**config.mk**
```make
export PLATFORM = sky130hd
export DESIGN_NAME = mul_div_unit
export DESIGN_NICKNAME = d
export VERILOG_FILES = /design/src/rtl/mul_div_unit.sv
export SDC_FILE = /design/constraint.sdc
export NUM_CORES = 1
export LEC_CHECK = 0
export CAP_MARGIN = 5
export CORE_UTILIZATION = 37
export DETAILED_ROUTE_END_ITERATION = 10
export PLACE_DENSITY_LB_ADDON = 0.15
export SYNTH_ARGS = -nofsm -noshare
export SYNTH_HDL_FRONTEND = slang
export SYNTH_SLANG_ARGS = --single-unit
```
**constraint.sdc**
```tcl
create_clock -name clk -period 5.4 [get_ports clk]
set_input_delay 1.08 -clock clk [delete_from_list [all_inputs] [get_ports clk]]
set_output_delay 1.08 -clock clk [all_outputs]
set_load 0.03 [all_outputs]
```
**src/rtl/mul_div_unit.sv**
```systemverilog
// Iterative multiply/divide unit for MULT/MULTU/DIV/DIVU.
// Takes one operand bit per clock and writes lo/hi after WIDTH steps.
module mul_div_unit #(
  parameter int unsigned WIDTH = 32
) (
  input  logic             clk,
  input  logic             reset,
  input  logic             start,
  input  logic [1:0]       op,
  input  logic [WIDTH-1:0] srca,
  input  logic [WIDTH-1:0] srcb,
  output logic             busy,
  output logic             done,
  output logic [WIDTH-1:0] lo,
  output logic [WIDTH-1:0] hi
);

  localparam int unsigned CNT_W = (WIDTH > 1) ? $clog2(WIDTH) : 1;
  localparam int unsigned ACC_W = 2 * WIDTH + 1;

  typedef enum logic [1:0] {
    S_IDLE,
    S_RUN,
    S_DONE
  } state_e;

  state_e             state_q;
  logic [CNT_W-1:0]   cnt_q;
  logic               busy_q;
  logic               done_q;
  logic               is_div_q;
  logic               neg_quot_q;
  logic               neg_rem_q;
  logic               div_zero_q;
  logic [WIDTH-1:0]   a_raw_q;
  logic [WIDTH-1:0]   opnd_q;
  logic [ACC_W-1:0]   acc_q;
  logic [ACC_W-1:0]   acc_d;
  logic [WIDTH-1:0]   lo_q;
  logic [WIDTH-1:0]   hi_q;
  logic [WIDTH-1:0]   lo_d;
  logic [WIDTH-1:0]   hi_d;

  // Operand conditioning at issue: magnitudes and the sign fix-ups applied at the end.
  logic             a_neg_c;
  logic             b_neg_c;
  logic [WIDTH-1:0] a_mag_c;
  logic [WIDTH-1:0] b_mag_c;

  always_comb begin
    a_neg_c = op[0] & srca[WIDTH-1];
    b_neg_c = op[0] & srcb[WIDTH-1];
    a_mag_c = a_neg_c ? (~srca + WIDTH'(1)) : srca;
    b_mag_c = b_neg_c ? (~srcb + WIDTH'(1)) : srcb;
  end

  // One iteration step: shift-add for multiply, restoring shift-subtract for divide.
  logic [WIDTH:0]     mul_sum;
  logic [ACC_W-1:0]   mul_next;
  logic [ACC_W-1:0]   div_sh;
  logic [WIDTH:0]     trial;
  logic [ACC_W-1:0]   div_next;
  logic [2*WIDTH-1:0] prod;
  logic [WIDTH-1:0]   quot;
  logic [WIDTH-1:0]   rem;

  always_comb begin
    mul_sum  = acc_q[ACC_W-1:WIDTH] + (acc_q[0] ? {1'b0, opnd_q} : '0);
    mul_next = {1'b0, mul_sum, acc_q[WIDTH-1:1]};
    div_sh   = {acc_q[ACC_W-2:0], 1'b0};
    trial    = div_sh[ACC_W-1:WIDTH] - {1'b0, opnd_q};
    div_next = trial[WIDTH] ? div_sh : {trial, div_sh[WIDTH-1:1], 1'b1};
    acc_d    = is_div_q ? div_next : mul_next;

    prod = acc_d[2*WIDTH-1:0];
    quot = acc_d[WIDTH-1:0];
    rem  = acc_d[2*WIDTH-1:WIDTH];
    if (neg_quot_q) begin
      prod = ~prod + (2*WIDTH)'(1);
      quot = ~quot + WIDTH'(1);
    end
    if (neg_rem_q) begin
      rem = ~rem + WIDTH'(1);
    end

    lo_d = prod[WIDTH-1:0];
    hi_d = prod[2*WIDTH-1:WIDTH];
    if (is_div_q) begin
      lo_d = div_zero_q ? '1 : quot;
      hi_d = div_zero_q ? a_raw_q : rem;
    end
  end

  always_ff @(posedge clk) begin
    if (reset) begin
      state_q    <= S_IDLE;
      cnt_q      <= '0;
      busy_q     <= 1'b0;
      done_q     <= 1'b0;
      is_div_q   <= 1'b0;
      neg_quot_q <= 1'b0;
      neg_rem_q  <= 1'b0;
      div_zero_q <= 1'b0;
      a_raw_q    <= '0;
      opnd_q     <= '0;
      acc_q      <= '0;
      lo_q       <= '0;
      hi_q       <= '0;
    end else begin
      case (state_q)
        S_IDLE, S_DONE: begin
          done_q <= 1'b0;
          if (start) begin
            state_q    <= S_RUN;
            cnt_q      <= '0;
            busy_q     <= 1'b1;
            is_div_q   <= op[1];
            neg_quot_q <= a_neg_c ^ b_neg_c;
            neg_rem_q  <= a_neg_c;
            div_zero_q <= op[1] & (srcb == '0);
            a_raw_q    <= srca;
            // Multiply adds the multiplicand while shifting the multiplier out;
            // divide shifts the dividend in and subtracts the divisor.
            opnd_q     <= op[1] ? b_mag_c : a_mag_c;
            acc_q      <= {(WIDTH + 1)'(0), op[1] ? a_mag_c : b_mag_c};
          end else begin
            state_q <= S_IDLE;
          end
        end
        S_RUN: begin
          acc_q <= acc_d;
          cnt_q <= cnt_q + CNT_W'(1);
          if (cnt_q == CNT_W'(WIDTH - 1)) begin
            lo_q    <= lo_d;
            hi_q    <= hi_d;
            busy_q  <= 1'b0;
            done_q  <= 1'b1;
            state_q <= S_DONE;
          end
        end
        default: begin
          state_q <= S_IDLE;
          busy_q  <= 1'b0;
          done_q  <= 1'b0;
        end
      endcase
    end
  end

  assign busy = busy_q;
  assign done = done_q;
  assign lo   = lo_q;
  assign hi   = hi_q;

endmodule

```
# Word level (Yosys, flattened, before mapping)
# Cells that the tools add are included.
[classes]
add_sub_neg = 8
n_mul = 0
div_mod_pow = 0
magnitude_cmp = 0
n_eq_ne = 5
shifts = 0
muxes = 24
n_bitwise = 10
reduce_logical = 9
[op_table]
columns = ["cell", "count"]
rows = [
  ["$mux W32", 11],
  ["$mux W65", 3],
  ["$pmux W65 S2", 1],
  ["$add A32 B1 Y32 const B", 4],
  ["$not A32 Y32", 4],
  ["$add A64 B1 Y64 const B", 1],
  ["$mux W64", 1],
  ["$not A64 Y64", 1],
  ["$add A33 B32 Y33", 1],
  ["$sub A33 B32 Y33", 1],
  ["$logic_not A32 Y1", 1],
  ["$pmux W5 S2", 1],
  ["$reduce_and A2 Y1", 4],
  ["$add A5 B1 Y5 const B", 1],
  ["$eq A5 B5 Y1 const B", 1],
  ["$mux W5", 1],
  ["$ne A2 B2 Y1 const B", 2],
  ["$pmux W2 S2", 1],
  ["$reduce_or A2 Y1", 2],
  ["$and A1 B1 Y1", 3],
  ["$mux W1", 3],
  ["$eq A2 B1 Y1 const B", 1],
  ["$eq A2 B2 Y1 const B", 1],
  ["$logic_not A2 Y1", 1],
  ["5 further kinds", 5],
]
[totals]
regBits = 206
latchBits = 0
ramBits = 0
rom_bits = 0
in_bits = 69
output_inout_bits = 66
n_memories = 0

# Logic depth before layout (Yosys ltp)
# Gate-level depths: netlist of the first run.
[depth]
ltp_word = 8
ltp_mapped = 29
mapped_depth_nobuf = 27

# Worst setup path after synthesis of the first run
# No wires, ideal clock.
[synth_path]
path_type = "register to register"
from = "reg opnd_q[17]"
to = "reg hi_q[26], in the netlist hi[26]"
setup_ps = 86
arrival_ps = 5829
required_time_ps = 5314
path_slack_ps = -515
stages_incl_launch_ff = 29
path_buffers = 4
cell_sequence = "dfxtp_1 inv_1 ha_1 buf_2 a21oi_1 o21ai_0 a221oi_1 a31oi_1 o21ai_0 a21oi_1 o21a_1 o21ai_0 nand2b_1 ha_1 buf_4 buf_4 o21ai_0 nor2_1 a21oi_1 ha_1 o211ai_1 nor3_2 nand2_2 or3_1 buf_2 or3_4 o21a_1 a211o_1 a221oi_2"
[synth_between]
elab_chain_len = 8
[synth_lines]
columns = ["element", "line", "text"]
rows = [
  ["start, declared", "36", "logic [WIDTH-1:0] opnd_q;"],
  ["start signal, assigned", "124", "opnd_q <= op[1] ? b_mag_c : a_mag_c;"],
  ["$sub A33 B32 Y33 or $mux W32 (tied branches)", "71, 68", ""],
  ["$mux W65 or $add A33 B32 Y33 (tied branches)", "72, 68", ""],
  ["$mux W65 *", "73", "acc_d = is_div_q ? div_next : mul_next;"],
  ["$not A32 Y32", "83", "rem = ~rem + WIDTH'(1);"],
  ["$add A32 B1 Y32", "83", ""],
  ["$mux W32", "82", "if (neg_rem_q) begin"],
  ["$mux W32", "90", "hi_d = div_zero_q ? a_raw_q : rem;"],
  ["$mux W32 *", "88", "if (is_div_q) begin"],
  ["end signal, assigned", "135", "hi_q <= hi_d;"],
  ["end, declared", "40", "logic [WIDTH-1:0] hi_q;"],
]
# Every way passes the cells marked *; elsewhere a longest branch is shown, timed or not.
# A chain may end at the register's enable or synchronous reset.

# Final worst setup path of the first run
[layout_path]
from = "reg opnd_q[11]"
to = "reg hi_q[26], in the netlist hi[26]"
# The elaborated chain is that of the path after synthesis.

==> metrics.csv, run 1 <==
metric,value,unit
unique cell type count in the Yosys netlist,98,
Pint,3.589,mW
status,"complete, but fails checks",
fin util,50.14,%
HP Class,reg -> reg,
fin area,22900,um2
CTS root buffer,clkbuf_16,
clock-pin slew on the worst setup and hold paths,70,ps
fmax,181.2,MHz
TritonCTS buffer count,25,
Row Count,78,
Synth Cell Area,17230,um2
first-pass GRT wire length,115500,um
Max Root-Sink Buffers,3,
initial antenna violation count,2,
Synth Register Bits,206,
max_slew headroom,19.49,%
startpoint types,flip-flop,
Final Total Pwr,5.576,mW
Post-synth EDFFs,0,
IO Pins,135,
1st-iter DRT viols,1800,
final setup margin,-120.3,ps
Post-synth top flop,dfxtp_1,
Pre-antenna DRT Iters,6,
Final Hold Fails,0,
largest net degree at the start of global routing,89,
final hold slack,450.2,ps
RSZ-0062 raised after global routing,yes,
Tightest Pin Transition,1206,ps
post-synthesis async set-or-reset flop share,0,%
via/cell ratio,5.943,
layout cells sized above 1,20.57,%
Initial Util,37.73,%
switching part of the total,35.64,%
Area Growth Syn to Fin,32.90,%
final worst-path cycle share,102.2,%
syn_nets,2521,
wire per inst,23.24,um
vias after detailed routing,19750,
Skew-Pair Late Insertion Delay,560,ps
Filler cells,4465,
slowest CP cell,or3_4,
Seq pwr share,29.6,%
WS Path Type,reg -> reg,
LEAKAGE,9.076,nW
Core ar.,45670,um2
clk_skew,12.38,ps
final setup fails,5,
Syn Inst Count,2379,
total track usage,31.75,%
sw power,1.987,mW
layout net count,2845,
WP data arrival,5980,ps
PD cells,243.5,nW/um2
total gr overflow,0,
Crit path required time,5860,ps
crit path max fanout,7,
Clock Power Share,33.7,%
vias in the first global route,18860,
minimum clock period,5520,ps
Setup crit end kind,flip-flop,
Combinational Power Share,36.7,%
hpwl dp,59860,um
H-tree Lvls,1,
register area share after synthesis,23.93,%
MaxCap Viol Count,0,
Die Area,47440,um2
drt drc,0,
Port Buffers,134,
CTS Sinks,206,
YS warnings,0,
Area after DPL,20990,um2
Max Slew Vio Count,0,
GP Congestion,0.9847,
crit-path max cell delay,440,ps
Die H,217.8,um
Max rail drop VDD,0.0002436,V
remaining antenna violation count,0,
final wirelength,77240,um
Setup WS pre-CTS,-442.7,ps
chip width,217.8,um
CTS tree,done,
failing checks,setup timing,
Synth Area per Inst,7.243,um2
==> worst max-delay path, delay by kind of cell, from the launching register on <==
family / cells / cell delay (ps)
buf+inv: 3 / 370
simple gates: 9 / 2040
flops: 1 / 340
fa+ha+maj: 3 / 830
compound gates: 11 / 1820
==> worst paths after layout <==
kind / to / from / cells past startpoint / slack, ps
worst max register to register: hi[26] / opnd_q[11] / 26 / -120
worst max-delay path: hi[26] / opnd_q[11] / 26 / -120
worst min register to register: a_raw_q[19] / a_raw_q[19] / 2 / 450
worst min-delay path: a_raw_q[19] / a_raw_q[19] / 2 / 450
==> metrics by stage <==
| step | TNS [ps] | cells |
|---|---|---|
| 2_1_floorplan | 0 | 2379 |
| 3_3_place_gp | -3547 | 3246 |
| 3_5_place_dp | -6913 | 3246 |
| 4_1_cts | -61.78 | 3308 |
| 5_1_grt | -4424 | 3322 |
| 6_report | -181.4 | 3323 |
==> registers in the layout, indices dropped and copies added (netlist names) <==
name / cells
a_raw_q: 32
acc_q: 65
busy: 1
cnt_q: 5
div_zero_q: 1
done: 1
hi: 32
is_div_q: 1
lo: 32
neg_quot_q: 1
neg_rem_q: 1
opnd_q: 32
state_q: 2
==> cells in the final DEF, fill, tap and decap left out, drive strengths merged, types with 49 or more instances in the layout <==
cell / instances
o211ai: 49
clkdlybuf4s50: 132
a21oi: 250
inv: 74
buf: 326
xnor2: 88
and2: 49
xor2: 76
a211oi: 60
ha: 71
nor3: 64
o21ai: 194
nand2: 295
nor2: 227
dfxtp: 206
==> synth_stat cells, types with 47 or more instances <==
cell	n	share of area, %
nand2_1	294	6.4
a21oi_1	249	7.2
o211ai_1	47	2.0
nor2_1	226	4.9
nor3_1	63	1.8
dfxtp_1	206	24
xnor2_1	88	4.5
clkbuf_1	124	2.7
o21ai_0	182	5.3
a211oi_1	55	2.4
inv_1	71	1.5
xor2_1	76	3.9
ha_1	71	5.2
==> cell type report <==
class	instances	area [um2]	share of cell area [%]
flip-flops and latches	206	4134	18.05
well taps	600	750.7	3.278
clock inverters	9	148.9	0.6502
repair buffers	459	3926	17.14
multi-input cells	1938	12910	56.38
clock buffers	37	750.7	3.278
diodes	1	2.502	0.01093
inverters	73	276.5	1.207
==> cell families (layout without fill, tap and decap cells) <==
kind of cell	Yosys count	in the layout	share of synthesized area (%)
AND/OR/NAND/NOR	849	849	23.19
AO/OA/AOI/OAI	788	788	29.71
buffers and inverters	235	578	5.446
flip-flops	206	206	23.93
XOR/XNOR	164	164	8.336
adder cells (fa/ha/maj)	73	73	5.388
multiplexers	64	64	3.994
other	0	1	0
==> per-layer routing <==
layer | vias to the layer above | GRT usage, % | part of all wire (%)
met2 | 743 | 52.70 | 46
met1 | 9550 | 41.08 | 43
met4 | 2 | 13.61 | 5.4
met3 | 186 | 4.170 | 6.0
li1 | 9269 | - | -
met5 | - | 0 | 0.013
==> repair_timing <==
action	4_1_cts	5_1_grt
endpoints found under the setup margin	30	32
gates cloned	1	1
setup buffers	17	16
pin swaps	31	54
gates resized for setup	84	94
hold buffers	0	0
==> power by group through the flow <==
stage	Clock (mW)	Sequential (mW)	Combinational [mW]
6_report	1.88	1.65	2.05
5_1_grt	1.97	1.66	2.18
4_1_cts	1.90	1.65	1.89
3_5_place_dp	0	1.68	1.76
3_3_place_gp	0	1.68	1.75
2_1_floorplan	0	1.66	0.990
(Power assumes the default switching activity.)
==> run 2, diff against run 1 <==
CAP_MARGIN = not set   (was 5)
CTS_CLUSTER_SIZE = 40   (was not set)
PLACE_DENSITY_LB_ADDON = not set   (was 0.15)
==> run 2 against run 1 <==
  * The flow still finishes with violations (setup timing)
  * Combinational power about the same
  * Clock skew increased by 8.7 ps
  * First-iteration DRC count increased by 21%
  * Wire length increased by 0.95%
  * Critical path depth increased by 9
  * Clock-buffer cell count decreased by 2
  * Largest cell class unchanged
  * Largest power group unchanged
==> metrics.csv, run 2 (same netlist as run 1, synthesis figures left out) <==
metric,value,unit,change
GP Congestion,0.9730,,-1.2%
minimum clock period,5490,ps,-29.91 ps
Worst R2R Setup Slack,-90,ps,+30 ps
CTS root buffer,clkbuf_16,,
via/cell ratio,6.017,,+1.2%
"commonest non-fill, non-tap cell in the layout",buf_4,,
Skew-Pair Late Insertion Delay,560,ps,about the same
Hold Buf Count CTS,0,,unchanged
LEAKAGE,9.164,nW,+0.97%
crit path max fanout,6,,-1
max_slew headroom,15.77,%,-3.7 points
startpoint types,flip-flop,,
fmax,182.1,MHz,+0.54%
Pint,3.507,mW,-2.3%
Final Hold Fails,0,,unchanged
remaining antenna violation count,0,,unchanged
RR Endpoint,hi[4],,
placed insts,3261,,+0.46%
TritonCTS buffer count,26,,+4.0%
most common cell type on the critical path,buf_4,,
Pre-antenna DRT Iters,5,,-1
layout net count,2865,,+0.70%
failing checks,setup timing,,
Setup crit end kind,flip-flop,,
largest net degree at the start of global routing,94,,+5.6%
H-tree Lvls,1,,unchanged
layout cells sized above 1,21.04,%,+0.46 points
Max rail drop VDD,0.0002241,V,-8.0%
Initial Util,37.73,%,unchanged
Die H,217.8,um,unchanged
Reg with most FFs,acc_q,,
drt drc,0,,unchanged
Max Slew Vio Count,0,,unchanged
Combinational Power Share,37.3,%,+0.6 points
Seq pwr share,29.8,%,+0.2 points
final wirelength,77980,um,+0.95%
Row Count,78,,unchanged
Tightest Pin Transition,1260,ps,+54.03 ps
RSZ-0062 raised after global routing,yes,,
vias in the first global route,19050,,+0.97%
CTS tree,done,,
slowest CP cell,dfxtp_2,,
Clock Power Share,32.9,%,-0.8 points
HP Class,reg -> reg,,
total gr overflow,0,,unchanged
MaxCap Viol Count,0,,unchanged
final hold slack,447.3,ps,-2.946 ps
initial antenna violation count,3,,+1
clock-pin slew on the worst setup and hold paths,60,ps,about the same
vias after detailed routing,20120,,+1.9%
most frequent cells in the layout,"buf_4 (324), nand2_1 (291), a21oi_1 (235)",,
IO Pins,135,,unchanged
final setup fails,6,,+1
final worst-path cycle share,101.7,%,-0.55 points
first-pass GRT wire length,116000,um,+0.44%
Die Area,47440,um2,unchanged
Max Root-Sink Buffers,3,,unchanged
sw power,2.010,mW,+1.2%
total track usage,31.94,%,+0.19 points
clk_skew,21.09,ps,+8.714 ps
1st-iter DRT viols,2169,,+21%
final setup margin,-90.36,ps,+29.91 ps
Hold Crit Depth,2,,unchanged
WS Path Type,reg -> reg,,
Final Total Pwr,5.518,mW,-1.0%
chip width,217.8,um,unchanged
Filler cells,4463,,-0.045%
Area Growth Syn to Fin,33.90,%,
Reg-to-Reg Start,opnd_q[20],,
crit-path max cell delay,330,ps,-110 ps
Core ar.,45670,um2,unchanged
Port Buffers,134,,unchanged
status,"complete, but fails checks",,
setup tns final,-248.1,ps,-66.66 ps
Hold Path End,neg_quot_q,,
switching part of the total,36.44,%,+0.80 points
fin cells,3344,,+0.63%
HP Start,neg_quot_q,,
Crit path required time,5800,ps,-60 ps
max reg flops,65,,unchanged
worst r2r path cells,35,,+35%
WP data arrival,5890,ps,-90 ps
hpwl dp,59760,um,-0.16%
PD cells,239.1,nW/um2,-1.8%
wire per inst,23.32,um,+0.32%
CTS Sinks,206,,unchanged
-- run 2: power by group through the flow --
stage	Combinational (mW)	Sequential [mW]	Clock, mW
final	2.06	1.65	1.81
after global routing	2.19	1.65	1.89
after CTS	1.88	1.64	1.83
after detailed placement	1.76	1.67	0
after global placement	1.75	1.67	0
after floorplan	0.990	1.66	0
-- run 2: worst max-delay path: cells and delay by family (launching register included) --
kind / cells / cell delay, ps
buf+inv: 14 / 1910
compound gates: 11 / 1540
fa+ha+maj: 3 / 710
simple gates: 6 / 660
flops: 1 / 330
xor+xnor: 1 / 150
-- run 2: worst max path at each step --
stage / startpoint / endpoint / slack [ps] / cells past startpoint
6_report: opnd_q[20] / hi[4] / -90 / 35
5_1_grt: opnd_q[20] / hi[26] / -340 / 29
3_3_place_gp: opnd_q[20] / hi[26] / -390 / 25
2_1_floorplan: opnd_q[17] / hi[26] / 7 / 29
3_5_place_dp: opnd_q[22] / hi[29] / -440 / 26
4_1_cts: opnd_q[19] / hi[16] / -20 / 28
-- run 2: layer usage --
metal	GRT usage, %	part of all wire [%]	vias up
met5	0	0.021	-
met1	41.60	42	9665
li1	-	-	9310
met4	13.85	5.2	2
met2	52.42	45	934
met3	4.449	7.5	210
-- run 2: final cells by class --
type | count | area (um2) | area share [%]
Tap cell | 600 | 750.7 | 3.254
Inverter | 73 | 276.5 | 1.198
Clock inverter | 13 | 136.4 | 0.5911
Timing Repair Buffer | 478 | 4095 | 17.75
Multi-Input combinational cell | 1938 | 12940 | 56.07
Clock buffer | 35 | 735.7 | 3.189
Sequential cell | 206 | 4140 | 17.94
Antenna cell | 1 | 2.502 | 0.01085
-- run 2: repair_timing --
action                     in CTS  in global routing
buffers inserted               19                 15
gates cloned                    0                  1
pin swaps                      31                 43
setup endpoints to repair      33                 32
resized for setup              70                102
-- run 2: through the flow --
step	util, %	area (um2)	setup slack (ps)
final	50.52	23070	-90.36
after global routing	50.51	23070	-336.7
after CTS	49.29	22510	-21.85
after detailed placement	46.22	21110	-437.3
after global placement	46.22	21110	-388.8
after floorplan	-	17280	6.966
==> run 3, diff against run 2 <==
CTS_CLUSTER_SIZE = 24   (was 40)
==> run 3 against run 2 <==
  * The run still ends with setup timing left
  * Clock power hardly changed
  * Clock-buffer cell count stayed put
  * Sequential power hardly changed
  * Non-clock buffer count is 5 higher
  * Register-to-register slack hardly changed
  * Via count is 0.18% higher
  * Cell area is 0.87% higher
  * Total power is 0.95% higher
  * Critical path type unchanged
==> metrics.csv, run 3 (same netlist as run 1, synthesis figures left out) <==
metric,value,unit,change
status,"complete, but fails checks",,
failing checks,setup timing,,
setup tns final,-293.8,ps,-45.74 ps
fin util,50.96,%,+0.44 points
most frequent cells in the layout,"buf_4 (326), nand2_1 (290), a21oi_1 (235)",,
1st-iter DRT viols,1958,,-9.7%
TritonCTS buffer count,26,,unchanged
CTS root buffer,clkbuf_16,,
Skew-Pair Late Insertion Delay,560,ps,about the same
Reg-to-Reg Start,opnd_q[20],,
vias after detailed routing,20160,,+0.18%
wire per inst,23.40,um,+0.33%
CTS tree,done,,
Max Slew Vio Count,0,,unchanged
final setup margin,-91.72,ps,-1.353 ps
Setup crit start,opnd_q[20],,
startpoint types,flip-flop,,
Crit path max-delay family,buffers and inverters,,
Port Buffers,134,,unchanged
final setup fails,8,,+2
final worst-path cycle share,101.7,%,about the same
LEAKAGE,9.222,nW,+0.63%
Reg with most FFs,acc_q,,
WP data arrival,5890,ps,about the same
minimum clock period,5492,ps,+1.353 ps
most common cell type on the critical path,buf_4,,
chip width,217.8,um,unchanged
Tightest Pin Transition,1239,ps,-21.15 ps
Max rail drop VDD,0.0002185,V,-2.5%
WS Path Type,reg -> reg,,
total gr overflow,0,,unchanged
crit-path max cell delay,330,ps,about the same
remaining antenna violation count,0,,unchanged
PD cells,239.3,nW/um2,about the same
HP Class,reg -> reg,,
CTS Sinks,206,,unchanged
Row Count,78,,unchanged
Crit path required time,5800,ps,about the same
max_slew headroom,17.19,%,+1.4 points
HP Start,neg_quot_q,,
Die H,217.8,um,unchanged
max reg flops,65,,unchanged
drt drc,0,,unchanged
initial antenna violation count,3,,unchanged
MaxCap Viol Count,0,,unchanged
H-tree Lvls,1,,unchanged
slowest CP cell,dfxtp_2,,
clk_skew,15.80,ps,-5.286 ps
largest net degree at the start of global routing,94,,unchanged
via/cell ratio,6.019,,about the same
Max Root-Sink Buffers,3,,unchanged
"commonest non-fill, non-tap cell in the layout",buf_4,,
layout cells sized above 1,21.76,%,+0.73 points
layout net count,2870,,+0.17%
Filler cells,4433,,-0.67%
RSZ-0062 raised after global routing,yes,,
Area Growth Syn to Fin,35.07,%,
clock-pin slew on the worst setup and hold paths,60,ps,about the same
first-pass GRT wire length,116000,um,about the same
vias in the first global route,19050,,+0.042%
Hold Buf Count CTS,0,,unchanged
crit path max fanout,6,,unchanged
Initial Util,37.73,%,unchanged
Die Area,47440,um2,unchanged
total track usage,31.95,%,about the same
GP Congestion,0.9730,,unchanged
Core ar.,45670,um2,unchanged
hpwl dp,59760,um,unchanged
Worst R2R Setup Slack,-90,ps,about the same
Final Hold Fails,0,,unchanged
IO Pins,135,,unchanged
Setup WS pre-CTS,-437.3,ps,unchanged
Pre-antenna DRT Iters,6,,+1
fmax,182.1,MHz,about the same
final wirelength,78350,um,+0.48%
Worst Path Buf+Inv,14,,unchanged
Final Total Pwr,5.570,mW,+0.95%
Setup crit end kind,flip-flop,,
[run 3: cell types whose count changed in the layout (fill, tap and decap cells not counted), moves of 2 or more]
cell / before / now
o21ai_1: 27 / 24
o31ai_1: 21 / 18
o21ai_4: 2 / 4
o31ai_2: 3 / 1
o21ai_0: 159 / 156
buf_6: 9 / 11
o31ai_4: 1 / 6
o21ai_2: 6 / 10
buf_4: 324 / 326
[run 3: report_power, final]
group          switching, mW  internal [mW]
sequential            0.0610           1.58
combinational           1.22          0.887
clock                  0.760           1.06
total                   2.04           3.53
[run 3: per-layer routing]
metal | track usage [%] | wire (um) | part of all wire [%]
met1 | 41.66 | 32880 | 42
met5 | 0 | 16 | 0.020
met3 | 4.519 | 5873 | 7.5
met2 | 52.20 | 35510 | 45
met4 | 14.13 | 4075 | 5.2
[run 3: repair_timing]
action / CTS / global route
endpoints found under the setup margin: 33 / 32
endpoints found under the hold margin: 0 / 0
setup buffers: 19 / 20
pin swaps: 32 / 55
gates resized for setup: 70 / 135
gates cloned: 0 / 1
[run 3: final timing paths]
check               end  cells after the start
min reg2reg  neg_quot_q                      2
max reg2reg       hi[4]                     35
min          neg_quot_q                      2
max               hi[4]                     35
[run 3: metrics by stage]
| stage | area [um2] | instances | hold WS, ps |
|---|---|---|---|
| detailed placement | 21110 | 3261 | 442.5 |
| global placement | 21110 | 3261 | 435.2 |
| CTS | 22510 | 3327 | 449.1 |
| global route | 23270 | 3348 | 470.0 |
| floorplan | 17280 | 2379 | 431.2 |
| finish | 23270 | 3349 | 447.1 |
[run 3: area by class of cell]
| type | count | area, um2 | share of cell area [%] |
|---|---|---|---|
| tap | 600 | 750.7 | 3.225 |
| sequential | 206 | 4140 | 17.79 |
| antenna | 1 | 2.502 | 0.01075 |
| multi-input combinational | 1938 | 13080 | 56.21 |
| clock inverter | 13 | 138.9 | 0.5967 |
| timing repair buffer | 483 | 4148 | 17.82 |
| inverter | 73 | 276.5 | 1.188 |
| clock buffer | 35 | 735.7 | 3.161 |
[run 3: worst register-to-register path, delay by kind of cell, from the launching register on]
kind                     cells  cell delay, ps
adder cells (fa/ha/maj)      3             710
flip-flops                   1             330
XOR/XNOR                     1             140
AO/OA/AOI/OAI               11            1540
AND/OR/NAND/NOR              6             660
buffers and inverters       14            1910
